$ cat config.mk
export PLATFORM = sky130hd
export DESIGN_NAME = hazard_ctrl_gen_flat
export DESIGN_NICKNAME = d
export VERILOG_FILES = /design/src/rtl/hazard_ctrl_gen_if.sv /design/src/rtl/hazard_ctrl_gen.sv /design/src/flat_wrapper.sv
export SDC_FILE = /design/constraint.sdc
export NUM_CORES = 1
export LEC_CHECK = 0
export CELL_PAD_IN_SITES_DETAIL_PLACEMENT = 1
export CELL_PAD_IN_SITES_GLOBAL_PLACEMENT = 1
export CORE_MARGIN = 2
export CORE_UTILIZATION = 37
export DETAILED_ROUTE_END_ITERATION = 12
export PLACE_DENSITY_LB_ADDON = 0.1
export SYNTH_ARGS = -nofsm -noshare
export SYNTH_HDL_FRONTEND = slang
export SYNTH_SLANG_ARGS = --single-unit
export TNS_END_PERCENT = 100
$ cat constraint.sdc
create_clock -name clk -period 3.2 [get_ports clk]
set_input_delay 0.64 -clock clk [delete_from_list [all_inputs] [get_ports clk]]
set_output_delay 0.64 -clock clk [all_outputs]
set_load 0.05 [all_outputs]
$ cat src/rtl/hazard_ctrl_gen_if.sv
// Pipeline hazard controller bus: D-stage decode fields in, stall/forward/stage controls out.
// slave is the controller side, master is the pipeline (or bench) side.
interface hazard_ctrl_gen_if #(parameter int REG_AW = 5);
  logic [4:0]        op_in;
  logic [2:0]        f3_in;
  logic              f7_in;
  logic              f7m_in;
  logic [REG_AW-1:0] rs1_index_in;
  logic [REG_AW-1:0] rs2_index_in;
  logic [REG_AW-1:0] rd_index_in;
  logic              branch_taken;
  logic              md_done;
  logic              dm_ready;
  logic              F_stall;
  logic              jb;
  logic              D_rs1_data_sel;
  logic              D_rs2_data_sel;
  logic [1:0]        E_rs1_data_sel;
  logic [1:0]        E_rs2_data_sel;
  logic              E_alu_op1_sel;
  logic              E_alu_op2_sel;
  logic              E_jb_op_sel;
  logic [4:0]        E_opcode_out;
  logic [2:0]        E_func3_out;
  logic              E_func7_out;
  logic              E_md_out;
  logic              md_start;
  logic [3:0]        M_dm_w_en;
  logic              M_dm_req;
  logic              W_wb_en;
  logic              W_wb_data_sel;
  logic [REG_AW-1:0] W_rd_index;
  logic [2:0]        W_f3_out;

  modport slave (
    input  op_in, f3_in, f7_in, f7m_in, rs1_index_in, rs2_index_in, rd_index_in,
           branch_taken, md_done, dm_ready,
    output F_stall, jb, D_rs1_data_sel, D_rs2_data_sel, E_rs1_data_sel, E_rs2_data_sel,
           E_alu_op1_sel, E_alu_op2_sel, E_jb_op_sel, E_opcode_out, E_func3_out,
           E_func7_out, E_md_out, md_start, M_dm_w_en, M_dm_req, W_wb_en,
           W_wb_data_sel, W_rd_index, W_f3_out
  );
  modport master (
    output op_in, f3_in, f7_in, f7m_in, rs1_index_in, rs2_index_in, rd_index_in,
           branch_taken, md_done, dm_ready,
    input  F_stall, jb, D_rs1_data_sel, D_rs2_data_sel, E_rs1_data_sel, E_rs2_data_sel,
           E_alu_op1_sel, E_alu_op2_sel, E_jb_op_sel, E_opcode_out, E_func3_out,
           E_func7_out, E_md_out, md_start, M_dm_w_en, M_dm_req, W_wb_en,
           W_wb_data_sel, W_rd_index, W_f3_out
  );
endinterface

$ cat src/rtl/hazard_ctrl_gen.sv
// 5-stage pipeline hazard controller: E/M/W control registers, stall/flush FSM,
// bypass selects and per-stage decoded controls.
module hazard_ctrl_gen #(
  parameter int REG_AW     = 5,
  parameter int M_EXT      = 1,
  parameter int DM_WAIT_EN = 1
) (
  input logic clk,
  input logic rst,
  hazard_ctrl_gen_if.slave bus
);
  localparam logic [4:0] OP_R  = 5'b01100, OP_II = 5'b00100, OP_IJ = 5'b11001,
                         OP_IL = 5'b00000, OP_S  = 5'b01000, OP_B  = 5'b11000,
                         OP_UL = 5'b01101, OP_UA = 5'b00101, OP_J  = 5'b11011;

  typedef struct packed {
    logic              vld;
    logic [4:0]        op;
    logic [2:0]        f3;
    logic [REG_AW-1:0] rd;
  } stg_t;

  typedef struct packed {
    stg_t              s;
    logic              f7;
    logic              f7m;
    logic [REG_AW-1:0] rs1;
    logic [REG_AW-1:0] rs2;
  } est_t;

  typedef enum logic [1:0] {RUN, MD_WAIT, DM_WAIT} state_t;

  localparam stg_t BUB   = '{1'b0, OP_II, 3'd0, {REG_AW{1'b0}}};
  localparam est_t E_BUB = '{BUB, 1'b0, 1'b0, {REG_AW{1'b0}}, {REG_AW{1'b0}}};

  function automatic logic use1(input logic [4:0] op);
    return op inside {OP_R, OP_II, OP_IL, OP_S, OP_B, OP_IJ};
  endfunction
  function automatic logic use2(input logic [4:0] op);
    return op inside {OP_R, OP_S, OP_B};
  endfunction
  function automatic logic wrd(input logic [4:0] op);
    return op inside {OP_R, OP_II, OP_IJ, OP_IL, OP_UL, OP_UA, OP_J};
  endfunction

  state_t state, state_nx;
  est_t   e_q, e_nx, d_in;
  stg_t   m_q, m_nx, w_q, w_nx;
  logic   kill_q, kill_nx;

  logic dm_rdy, md_dn, m_req, freeze, e_md, md_wait, jb_raw, jb, load_use, f_stall;
  logic m_wr, w_wr, e_u1, e_u2;

  assign dm_rdy  = (DM_WAIT_EN != 0) ? bus.dm_ready : 1'b1;
  assign md_dn   = (M_EXT != 0) & bus.md_done;
  assign m_req   = m_q.vld & (m_q.op == OP_IL | m_q.op == OP_S);
  assign freeze  = m_req & ~dm_rdy;
  assign e_md    = e_q.s.vld & (e_q.s.op == OP_R) & e_q.f7m & (M_EXT != 0);
  assign md_wait = ~freeze & e_md & ~md_dn;
  assign jb_raw  = bus.branch_taken | (e_q.s.vld & (e_q.s.op == OP_IJ | e_q.s.op == OP_J));
  assign jb      = jb_raw & ~freeze & ~md_wait & (state != MD_WAIT);

  // Killed D slots never raise load-use; they enter E as bubbles anyway.
  assign load_use = ~kill_q & e_q.s.vld & (e_q.s.op == OP_IL) & (|e_q.s.rd) &
                    ((use1(bus.op_in) & (bus.rs1_index_in == e_q.s.rd)) |
                     (use2(bus.op_in) & (bus.rs2_index_in == e_q.s.rd)));

  always_comb begin
    d_in       = E_BUB;
    d_in.s.vld = 1'b1;
    d_in.s.op  = bus.op_in;
    d_in.s.f3  = bus.f3_in;
    d_in.s.rd  = bus.rd_index_in;
    d_in.f7    = bus.f7_in;
    d_in.f7m   = bus.f7m_in;
    d_in.rs1   = bus.rs1_index_in;
    d_in.rs2   = bus.rs2_index_in;
  end

  always_comb begin
    e_nx     = e_q;
    m_nx     = m_q;
    w_nx     = w_q;
    kill_nx  = kill_q;
    state_nx = RUN;
    f_stall  = 1'b0;
    if (freeze) begin
      state_nx = DM_WAIT;
      f_stall  = 1'b1;
    end else if (md_wait) begin
      state_nx = MD_WAIT;
      f_stall  = 1'b1;
      m_nx     = BUB;
      w_nx     = m_q;
    end else begin
      w_nx = m_q;
      m_nx = e_q.s;
      if (jb) begin
        e_nx    = E_BUB;
        kill_nx = 1'b1;
      end else if (load_use) begin
        e_nx    = E_BUB;
        f_stall = 1'b1;
      end else begin
        e_nx    = kill_q ? E_BUB : d_in;
        kill_nx = 1'b0;
      end
    end
  end

  always_ff @(posedge clk) begin
    if (rst) begin
      state  <= RUN;
      e_q    <= E_BUB;
      m_q    <= BUB;
      w_q    <= BUB;
      kill_q <= 1'b0;
    end else begin
      state  <= state_nx;
      e_q    <= e_nx;
      m_q    <= m_nx;
      w_q    <= w_nx;
      kill_q <= kill_nx;
    end
  end

  assign m_wr = m_q.vld & wrd(m_q.op);
  assign w_wr = w_q.vld & wrd(w_q.op);
  assign e_u1 = e_q.s.vld & use1(e_q.s.op);
  assign e_u2 = e_q.s.vld & use2(e_q.s.op);

  // M result is newer than W, so it wins when both match.
  assign bus.E_rs1_data_sel = (e_u1 & m_wr & (|e_q.rs1) & (e_q.rs1 == m_q.rd)) ? 2'd1 :
                              (e_u1 & w_wr & (|e_q.rs1) & (e_q.rs1 == w_q.rd)) ? 2'd0 : 2'd2;
  assign bus.E_rs2_data_sel = (e_u2 & m_wr & (|e_q.rs2) & (e_q.rs2 == m_q.rd)) ? 2'd1 :
                              (e_u2 & w_wr & (|e_q.rs2) & (e_q.rs2 == w_q.rd)) ? 2'd0 : 2'd2;
  assign bus.D_rs1_data_sel = use1(bus.op_in) & w_wr & (|bus.rs1_index_in) &
                              (bus.rs1_index_in == w_q.rd);
  assign bus.D_rs2_data_sel = use2(bus.op_in) & w_wr & (|bus.rs2_index_in) &
                              (bus.rs2_index_in == w_q.rd);

  logic [2:0] opsel;
  always_comb begin
    opsel = 3'b000;
    if (e_q.s.vld) begin
      case (e_q.s.op)
        OP_II, OP_IL, OP_S, OP_UL: opsel = 3'b010;
        OP_IJ:                     opsel = 3'b100;
        OP_B:                      opsel = 3'b001;
        OP_UA:                     opsel = 3'b110;
        OP_J:                      opsel = 3'b101;
        default:                   opsel = 3'b000;
      endcase
    end
  end
  assign {bus.E_alu_op1_sel, bus.E_alu_op2_sel, bus.E_jb_op_sel} = opsel;

  logic [3:0] wen;
  always_comb begin
    wen = 4'b0000;
    if (m_q.vld && m_q.op == OP_S) begin
      case (m_q.f3)
        3'b000:  wen = 4'b0001;
        3'b001:  wen = 4'b0011;
        3'b010:  wen = 4'b1111;
        default: wen = 4'b0000;
      endcase
    end
  end

  assign bus.F_stall       = f_stall;
  assign bus.jb            = jb;
  assign bus.md_start      = ~freeze & e_md & (state != MD_WAIT);
  assign bus.E_opcode_out  = e_q.s.op;
  assign bus.E_func3_out   = e_q.s.f3;
  assign bus.E_func7_out   = e_q.f7;
  assign bus.E_md_out      = e_md;
  assign bus.M_dm_w_en     = wen;
  assign bus.M_dm_req      = m_req;
  assign bus.W_wb_en       = w_wr & ~freeze;
  assign bus.W_wb_data_sel = w_q.vld & (w_q.op == OP_IL);
  assign bus.W_rd_index    = w_q.rd;
  assign bus.W_f3_out      = w_q.f3;
endmodule

$ cat src/flat_wrapper.sv
// flat-port wrapper written by rule: the top's interface ports become plain ports
module hazard_ctrl_gen_flat 
#(
  parameter int REG_AW     = 5,
  parameter int M_EXT      = 1,
  parameter int DM_WAIT_EN = 1
)
  (clk, rst, bus_op_in, bus_f3_in, bus_f7_in, bus_f7m_in, bus_rs1_index_in, bus_rs2_index_in, bus_rd_index_in, bus_branch_taken, bus_md_done, bus_dm_ready, bus_F_stall, bus_jb, bus_D_rs1_data_sel, bus_D_rs2_data_sel, bus_E_rs1_data_sel, bus_E_rs2_data_sel, bus_E_alu_op1_sel, bus_E_alu_op2_sel, bus_E_jb_op_sel, bus_E_opcode_out, bus_E_func3_out, bus_E_func7_out, bus_E_md_out, bus_md_start, bus_M_dm_w_en, bus_M_dm_req, bus_W_wb_en, bus_W_wb_data_sel, bus_W_rd_index, bus_W_f3_out);
  hazard_ctrl_gen_if #(.REG_AW(REG_AW)) bus_i ();
  input logic clk;
  input logic rst;
  input wire logic [$bits(bus_i.op_in)-1:0] bus_op_in;
  input wire logic [$bits(bus_i.f3_in)-1:0] bus_f3_in;
  input wire logic [$bits(bus_i.f7_in)-1:0] bus_f7_in;
  input wire logic [$bits(bus_i.f7m_in)-1:0] bus_f7m_in;
  input wire logic [$bits(bus_i.rs1_index_in)-1:0] bus_rs1_index_in;
  input wire logic [$bits(bus_i.rs2_index_in)-1:0] bus_rs2_index_in;
  input wire logic [$bits(bus_i.rd_index_in)-1:0] bus_rd_index_in;
  input wire logic [$bits(bus_i.branch_taken)-1:0] bus_branch_taken;
  input wire logic [$bits(bus_i.md_done)-1:0] bus_md_done;
  input wire logic [$bits(bus_i.dm_ready)-1:0] bus_dm_ready;
  output wire logic [$bits(bus_i.F_stall)-1:0] bus_F_stall;
  output wire logic [$bits(bus_i.jb)-1:0] bus_jb;
  output wire logic [$bits(bus_i.D_rs1_data_sel)-1:0] bus_D_rs1_data_sel;
  output wire logic [$bits(bus_i.D_rs2_data_sel)-1:0] bus_D_rs2_data_sel;
  output wire logic [$bits(bus_i.E_rs1_data_sel)-1:0] bus_E_rs1_data_sel;
  output wire logic [$bits(bus_i.E_rs2_data_sel)-1:0] bus_E_rs2_data_sel;
  output wire logic [$bits(bus_i.E_alu_op1_sel)-1:0] bus_E_alu_op1_sel;
  output wire logic [$bits(bus_i.E_alu_op2_sel)-1:0] bus_E_alu_op2_sel;
  output wire logic [$bits(bus_i.E_jb_op_sel)-1:0] bus_E_jb_op_sel;
  output wire logic [$bits(bus_i.E_opcode_out)-1:0] bus_E_opcode_out;
  output wire logic [$bits(bus_i.E_func3_out)-1:0] bus_E_func3_out;
  output wire logic [$bits(bus_i.E_func7_out)-1:0] bus_E_func7_out;
  output wire logic [$bits(bus_i.E_md_out)-1:0] bus_E_md_out;
  output wire logic [$bits(bus_i.md_start)-1:0] bus_md_start;
  output wire logic [$bits(bus_i.M_dm_w_en)-1:0] bus_M_dm_w_en;
  output wire logic [$bits(bus_i.M_dm_req)-1:0] bus_M_dm_req;
  output wire logic [$bits(bus_i.W_wb_en)-1:0] bus_W_wb_en;
  output wire logic [$bits(bus_i.W_wb_data_sel)-1:0] bus_W_wb_data_sel;
  output wire logic [$bits(bus_i.W_rd_index)-1:0] bus_W_rd_index;
  output wire logic [$bits(bus_i.W_f3_out)-1:0] bus_W_f3_out;
  assign bus_i.op_in = bus_op_in;
  assign bus_i.f3_in = bus_f3_in;
  assign bus_i.f7_in = bus_f7_in;
  assign bus_i.f7m_in = bus_f7m_in;
  assign bus_i.rs1_index_in = bus_rs1_index_in;
  assign bus_i.rs2_index_in = bus_rs2_index_in;
  assign bus_i.rd_index_in = bus_rd_index_in;
  assign bus_i.branch_taken = bus_branch_taken;
  assign bus_i.md_done = bus_md_done;
  assign bus_i.dm_ready = bus_dm_ready;
  assign bus_F_stall = bus_i.F_stall;
  assign bus_jb = bus_i.jb;
  assign bus_D_rs1_data_sel = bus_i.D_rs1_data_sel;
  assign bus_D_rs2_data_sel = bus_i.D_rs2_data_sel;
  assign bus_E_rs1_data_sel = bus_i.E_rs1_data_sel;
  assign bus_E_rs2_data_sel = bus_i.E_rs2_data_sel;
  assign bus_E_alu_op1_sel = bus_i.E_alu_op1_sel;
  assign bus_E_alu_op2_sel = bus_i.E_alu_op2_sel;
  assign bus_E_jb_op_sel = bus_i.E_jb_op_sel;
  assign bus_E_opcode_out = bus_i.E_opcode_out;
  assign bus_E_func3_out = bus_i.E_func3_out;
  assign bus_E_func7_out = bus_i.E_func7_out;
  assign bus_E_md_out = bus_i.E_md_out;
  assign bus_md_start = bus_i.md_start;
  assign bus_M_dm_w_en = bus_i.M_dm_w_en;
  assign bus_M_dm_req = bus_i.M_dm_req;
  assign bus_W_wb_en = bus_i.W_wb_en;
  assign bus_W_wb_data_sel = bus_i.W_wb_data_sel;
  assign bus_W_rd_index = bus_i.W_rd_index;
  assign bus_W_f3_out = bus_i.W_f3_out;
  hazard_ctrl_gen #(.REG_AW(REG_AW), .M_EXT(M_EXT), .DM_WAIT_EN(DM_WAIT_EN)) u_core (.clk(clk), .rst(rst), .bus(bus_i));
endmodule
==> results of run 1 <==
==> sequential cells by signal (all words and copies together), names as in the netlist, named ones only <==
name	flops
u_core.bus.E_func3_out	3
u_core.bus.E_opcode_out	5
u_core.e_q	17
u_core.kill_q	1
u_core.bus.E_func7_out	1
u_core.state	2
u_core.bus.W_rd_index	5
u_core.m_q	14
u_core.w_q	6
u_core.bus.W_f3_out	3
==> power groups by stage <==
stage	clock network, µW	logic [µW]	registers [µW]
2_1_floorplan	0	137	808
3_3_place_gp	0	219	816
3_5_place_dp	0	223	817
4_1_cts	723	225	800
5_1_grt	758	244	803
6_report	703	224	800
==> worst min-delay path, cell delays in order (launching register included) <==
cell and delay, ps:
sky130_fd_sc_hd__dfxtp_1 310, sky130_fd_sc_hd__nand2_1 50, sky130_fd_sc_hd__a21oi_1 50
==> through the flow <==
| step | setup slack (ps) | instance area (µm²) |
|---|---|---|
| after global placement | 174 | 3870 |
| final | 161 | 4100 |
| after floorplan | 21.3 | 3150 |
| after CTS | 67.9 | 4080 |
| after global routing | 19.5 | 4100 |
| after detailed placement | 99.7 | 3870 |
==> kinds of logic (layout without fill, tap and decap cells) <==
family	after synthesis	in the layout	synth area share [%]
AOI/OAI and AO/OA	69	69	14.7
DFF	60	60	38.4
xor gates and xnor gates	39	39	10.9
and+or+nand+nor	172	172	27.4
buffers and inverters	45	104	7.79
adders and majority gates	2	2	0.799
==> what timing repair did <==
item | CTS | global route
setup endpoints to repair | 0 | 4
gates resized for setup | 0 | 5
setup buffers | 0 | 0
==> layout make-up <==
class / count / share of cell area (%)
tap: 105 / 3.21
clock inverter: 4 / 1.16
sequential: 60 / 29.3
timing repair buffer: 83 / 20.0
multi-input combinational: 282 / 42.1
inverter: 5 / 0.458
clock buffer: 12 / 3.79
==> synth_stat cells, types with 6 or more instances <==
| cell type | n | area share, % |
|---|---|---|
| sky130_fd_sc_hd__buf_4 | 17 | 4.1 |
| sky130_fd_sc_hd__clkbuf_1 | 17 | 2.0 |
| sky130_fd_sc_hd__xnor2_1 | 24 | 6.7 |
| sky130_fd_sc_hd__a21oi_1 | 41 | 6.6 |
| sky130_fd_sc_hd__nor2_1 | 31 | 3.7 |
| sky130_fd_sc_hd__nand3_1 | 13 | 2.1 |
| sky130_fd_sc_hd__dfxtp_1 | 60 | 38 |
| sky130_fd_sc_hd__a22oi_1 | 10 | 2.4 |
| sky130_fd_sc_hd__xor2_1 | 15 | 4.2 |
| sky130_fd_sc_hd__nand2_1 | 71 | 8.5 |
| sky130_fd_sc_hd__nor3_1 | 13 | 2.1 |
| sky130_fd_sc_hd__and2_1 | 6 | 1.2 |
| sky130_fd_sc_hd__nor4_1 | 8 | 1.6 |
==> worst paths after layout <==
| kind | slack (ps) | depth (start not counted) | endpoint | start |
|---|---|---|---|---|
| setup / recovery | 160 | 8 | bus_F_stall | bus_op_in[1] |
| hold / removal | 460 | 2 | u_core.bus.W_f3_out[1] | u_core.bus.W_f3_out[1] |
| setup reg to reg | 490 | 9 | flop | u_core.e_q[25] |
| hold reg to reg | 460 | 2 | u_core.bus.W_f3_out[1] | u_core.bus.W_f3_out[1] |
==> routing by layer <==
layer	up-vias	GRT usage, %
li1	1419	-
met1	1391	29.0
met2	65	35.0
met3	8	3.29
met4	0	6.79
met5	-	0
==> summary.log, run 1 <==
INFO  floorplanning  core_region_area=0.00822mm²
INFO  detailed_routing vias_per_cell=5.23
INFO  clock_network  path_clk_slew=60ps
INFO  finish         antenna_cells=0
INFO  sta            hold-worst-slack=460ps
INFO  finish         area.sequential=0.00120mm²
INFO  clock_network  tritoncts.num_buffers=9
INFO  sta            worstMarginPinSlew=621ps
INFO  critical_path  cpMostUsedCell=sky130_fd_sc_hd__nor2_1
INFO  power          p_sw_share=26.2%
INFO  place          place.gp.congestion=0.831
INFO  sta            fmax=0.329GHz
INFO  sta            fin_setup_tns=0ps
INFO  finish         fillerInstances=1008
INFO  place          portBuffers=66
INFO  clock_network  clock_sink_count=60
INFO  status         status=completed
INFO  synth          synth.distinct_cells=51
INFO  synth          postSynthCellCount=387
INFO  detailed_routing dr.pass1.iters=4
INFO  clock_network  worst_skew_pair.late_latency=330ps
INFO  floorplanning  initial_cell_density_of_the_core=38.1%
INFO  global_routing gr-usage-all-layers=21.4%
INFO  synth          ys_warn_count=0
INFO  synth          synth-edff-count=0
INFO  synth          synth.yosys.seq_area_share=38.4%
INFO  critical_path  criticalPathCategory=in2out
INFO  synth          yosys_most_used_dff=sky130_fd_sc_hd__dfxtp_1
INFO  global_routing grt_max_degree=35
INFO  critical_path  slowest_stage=sky130_fd_sc_hd__clkdlybuf4s50_1
INFO  global_routing grt_remaining_overflow=0
INFO  flow_run       maxCapViolCount=0
INFO  sta            timing.clock.skew=5.03ps
INFO  synth          synthesis.area=0.00313mm²
INFO  global_routing number_of_global_route_vias_before_repair=2823
INFO  power          share_clk_of_total_power=40.7%
INFO  power          total_power=1730µW
INFO  detailed_routing met2WireLength=4.42mm
INFO  clock_network  clock-root-buffer=sky130_fd_sc_hd__clkbuf_8
INFO  clock_network  post_cts_hold_buffer_count=0
INFO  critical_path  cp_cell_sequence=clkdlybuf4s50_1 > nor2_1 > nand3_1 > nor4_1 > o211a_1 > nor2_1 > nor2_2 > buf_12
INFO  detailed_routing route.top_layer_used=met4
INFO  critical_path  required=2560ps
INFO  detailed_routing drtAntennaViolNets=0
INFO  floorplanning  floorplan.rows=33
INFO  finish         drive_gt1_share=13.0%
INFO  power          p_seq_share=46.3%
INFO  critical_path  cp-end-kind=primary output
INFO  critical_path  arrival_time_worst_endpoint=2400ps
INFO  finish         layout.cells.most_common_list=sky130_fd_sc_hd__nand2_1 (71), sky130_fd_sc_hd__dfxtp_1 (60), sky130_fd_sc_hd__clkdlybuf4s50_1 (53)
INFO  floorplanning  die_area=0.00922mm²
INFO  detailed_routing drt_iter0_markers=86
INFO  finish         combined_area_of_the_multi_input_logic_cells=0.00173mm²
INFO  floorplanning  dieWidth=96µm
INFO  power          p_sw=453µW
INFO  critical_path  critical-path-max-stage-delay=480ps
INFO  critical_path  cp-start-kind=input pin
INFO  sta            final_hold_viol_count=0
INFO  floorplanning  die_height=96µm
INFO  sta            grt_setup_unrepaired=false
INFO  clock_network  cts.path.max_buffers=2
INFO  power          vdd.ir_drop.worst=0.192mV
INFO  sta            final_min_period_over_clock_period=95.0%
INFO  floorplanning  io_pins=67
INFO  place          dp.final_hpwl=6.99mm
INFO  finish         syn_to_final_growth=30.8%
INFO  power          total_leakage_power=0.00156µW
INFO  finish         final_common_cell=sky130_fd_sc_hd__nand2_1
INFO  hold_path      worst_hold_check_path_type=reg2reg
INFO  sta            finalSetupViolations=0
INFO  finish         finalNetCount=473
INFO  global_routing antenna_found_initial=0
INFO  sta            max_slew_margin=58.6%
INFO  clock_network  cts-htree-levels=3
INFO  detailed_routing detailroute.via_count=2883
INFO  global_routing grt_first_pass_wirelength=14.9mm
INFO  detailed_routing routedLengthMet1=4.39mm
INFO  detailed_routing detail_route.drc_violations=0
INFO  place          placedCellCount=535
INFO  clock_network  cts_tree=done
INFO  detailed_routing wire_per_inst=16.7µm
INFO  sta            finalCriticalPeriod=3040ps
INFO  synth          synth_area_per_cell=8.09µm²
INFO  power          p_comb_share=13.0%
INFO  synth          syn-num-nets=419
INFO  power          areal_power_density_over_the_cells=422mW/mm²
INFO  critical_path  timing.critical_path.buf_inv=2
INFO  power          power_report.internal_total=1270µW
INFO  synth          synth-seq-cells=60
INFO  sta            maxSlewViolCount=0
INFO  detailed_routing met3_length=323µm
INFO  critical_path  crit_family=simple AND/OR/NAND/NOR gates
INFO  synth          synth-async-reset-ratio=0%
INFO  finish         postLayoutCoreUtil=49.9%
INFO  critical_path  critical_path_peak_fanout=4
INFO  detailed_routing drt_wl_total=9.22mm
INFO  finish         fin_cells=551
Note: power is estimated with default switching activity, not from simulation.
==> run 2: changes to the inputs <==
--- a/config.mk
+++ b/config.mk
@@ -7,10 +7,10 @@
 export LEC_CHECK = 0
 export CELL_PAD_IN_SITES_DETAIL_PLACEMENT = 1
 export CELL_PAD_IN_SITES_GLOBAL_PLACEMENT = 1
-export CORE_MARGIN = 2
 export CORE_UTILIZATION = 37
 export DETAILED_ROUTE_END_ITERATION = 12
 export PLACE_DENSITY_LB_ADDON = 0.1
+export SKIP_LAST_GASP = 1
 export SYNTH_ARGS = -nofsm -noshare
 export SYNTH_HDL_FRONTEND = slang
 export SYNTH_SLANG_ARGS = --single-unit
==> constraint.sdc (replaced) <==
create_clock -name clk -period 3.3 [get_ports clk]
set_input_delay 0.66 -clock clk [delete_from_list [all_inputs] [get_ports clk]]
set_output_delay 0.66 -clock clk [all_outputs]
set_load 0.05 [all_outputs]
==> run 2 against run 1 <==
  * Sequential power down 3.0%
  * Wire length fell by 1.2%
  * Via count decreased by 0.45%
  * Combinational power shrank 5%
  * Total power decreased by 3.1%
  * Worst setup slack improved by 30 ps
  * Die area down 4.1%
  * Largest power group unchanged
==> summary.log, run 2 (synthesis results as in run 1) <==
INFO  detailed_routing wire_per_inst=16.6µm
INFO  clock_network  path_clk_slew=60ps
INFO  critical_path  arrival_time_worst_endpoint=2450ps
INFO  sta            final_min_period_over_clock_period=94.2%
INFO  sta            grt_setup_unrepaired=false
INFO  detailed_routing drt_wl_total=9.10mm
INFO  finish         largest_reg_flops=17
INFO  floorplanning  initial_cell_density_of_the_core=38.1%
INFO  global_routing gr-usage-all-layers=22.4%
INFO  power          areal_power_density_over_the_cells=411mW/mm²
INFO  finish         postLayoutCoreUtil=49.5%
INFO  detailed_routing dr.pass1.iters=4
INFO  global_routing antenna_found_initial=0
INFO  place          portBuffers=66
INFO  sta            fin_setup_tns=0ps
INFO  sta            final_hold_viol_count=0
INFO  clock_network  worst_skew_pair.late_latency=330ps
INFO  critical_path  critical_path_peak_fanout=3
INFO  finish         antenna_cells=0
INFO  floorplanning  die_area=0.00884mm²
INFO  sta            finalSetupViolations=0
INFO  clock_network  clock-root-buffer=sky130_fd_sc_hd__clkbuf_8
INFO  finish         top_register=u_core.e_q
INFO  sta            min_setup_slack_post_route=191ps
INFO  clock_network  cts-htree-levels=3
INFO  floorplanning  die_height=94µm
INFO  flow_run       maxCapViolCount=0
INFO  clock_network  post_cts_hold_buffer_count=0
INFO  sta            finalCriticalPeriod=3110ps
INFO  power          total_leakage_power=0.00149µW
INFO  detailed_routing drt_iter0_markers=82
INFO  finish         drive_gt1_share=11.5%
INFO  critical_path  criticalPathCategory=in2out
INFO  detailed_routing drtAntennaViolNets=0
INFO  finish         syn_to_final_growth=29.9%
INFO  critical_path  required=2640ps
INFO  floorplanning  floorplan.rows=33
INFO  finish         final_common_cell=sky130_fd_sc_hd__nand2_1
INFO  sta            worstMarginPinSlew=637ps
INFO  critical_path  cp-end-kind=primary output
INFO  detailed_routing detail_route.drc_violations=0
INFO  global_routing grt_max_degree=36
INFO  critical_path  cp-start-kind=input pin
INFO  finish         finalNetCount=471
INFO  hold_path      worst_hold_check_path_type=reg2reg
INFO  sta            timing.clock.skew=8.16ps
INFO  global_routing grt_first_pass_wirelength=14.8mm
INFO  global_routing grt_remaining_overflow=0
INFO  sta            fmax=0.322GHz
INFO  place          place.gp.congestion=0.789
INFO  clock_network  cts.path.max_buffers=2
INFO  global_routing number_of_global_route_vias_before_repair=2867
INFO  clock_network  cts_tree=done
INFO  sta            max_slew_margin=57.2%
INFO  place          dp.final_hpwl=6.83mm
INFO  detailed_routing vias_per_cell=5.23
INFO  floorplanning  dieWidth=94µm
INFO  finish         layout.cells.most_common_list=sky130_fd_sc_hd__nand2_1 (71), sky130_fd_sc_hd__dfxtp_1 (60), sky130_fd_sc_hd__clkdlybuf4s50_1 (56)
INFO  status         status=completed
INFO  sta            maxSlewViolCount=0
INFO  clock_network  clock_sink_count=60
INFO  place          place_ws=138ps
INFO  detailed_routing detailroute.via_count=2870
INFO  floorplanning  io_pins=67
INFO  power          vdd.ir_drop.worst=0.189mV
INFO  clock_network  tritoncts.num_buffers=9
INFO  floorplanning  core_region_area=0.00822mm²
INFO  clock_network  cts_resized=0
INFO  clock_network  cts_post_setup_buffers_inserted=0
INFO  finish         top_regs=u_core.e_q x17, u_core.m_q x14, u_core.w_q x6
==> run 2: cell type report <==
type / instances / area [µm²]
Clock buffer: 12 / 155
Clock inverter: 4 / 47.5
Fill cell: 979 / 4150
Inverter: 5 / 18.8
Multi-Input combinational cell: 282 / 1710
Sequential cell: 60 / 1200
Tap cell: 105 / 131
Timing Repair Buffer: 81 / 806
==> run 2: path summary, 6_finish.rpt <==
path / start / slack (ps) / endpoint / depth (start not counted)
worst min-delay path: u_core.bus.W_f3_out[1] / 450 / u_core.bus.W_f3_out[1] / 2
worst max register to register: u_core.bus.E_opcode_out[4] / 540 / flop / 11
worst min register to register: u_core.bus.W_f3_out[1] / 450 / u_core.bus.W_f3_out[1] / 2
worst max-delay path: bus_op_in[3] / 190 / bus_F_stall / 8
==> run 2: power breakdown <==
group          switching, µW  total [µW]  internal [µW]
clock network            296         684            388
logic                    113         213            100
registers               30.6         776            746
total                    439        1670           1230
==> run 2: worst max-delay path, cell delays in order <==
cell,delay (ps)
sky130_fd_sc_hd__clkdlybuf4s50_1,510
sky130_fd_sc_hd__nor4bb_1,300
sky130_fd_sc_hd__nor2_1,120
sky130_fd_sc_hd__nor4_1,280
sky130_fd_sc_hd__o211a_1,230
sky130_fd_sc_hd__nor2_1,60
sky130_fd_sc_hd__nor2_2,140
sky130_fd_sc_hd__buf_12,150
==> run 2: per-layer routing <==
metal | vias up | routed length (µm) | global-route usage [%]
met5 | - | 0 | 0
met4 | 0 | 122 | 8.08
met3 | 8 | 299 | 3.64
met2 | 62 | 4280 | 36.4
met1 | 1383 | 4400 | 29.6
li1 | 1417 | - | -
==> run 2: metrics by stage <==
step	hold slack [ps]	total power [µW]	std cells	cell area (µm²)
CTS	464	1690	549	4060
finish	454	1670	549	4070
global route	487	1740	549	4070
floorplan	432	915	387	3140
global placement	438	1000	533	3860
detailed placement	454	1010	533	3860
==> run 3: changes to the inputs <==
--- a/config.mk
+++ b/config.mk
@@ -5,6 +5,7 @@
 export SDC_FILE = /design/constraint.sdc
 export NUM_CORES = 1
 export LEC_CHECK = 0
+export CAP_MARGIN = 20
 export CELL_PAD_IN_SITES_DETAIL_PLACEMENT = 1
 export CELL_PAD_IN_SITES_GLOBAL_PLACEMENT = 1
 export CORE_UTILIZATION = 37
==> results of run 3 <==
The final DEF is identical to that of run 2; final timing and power are the same.
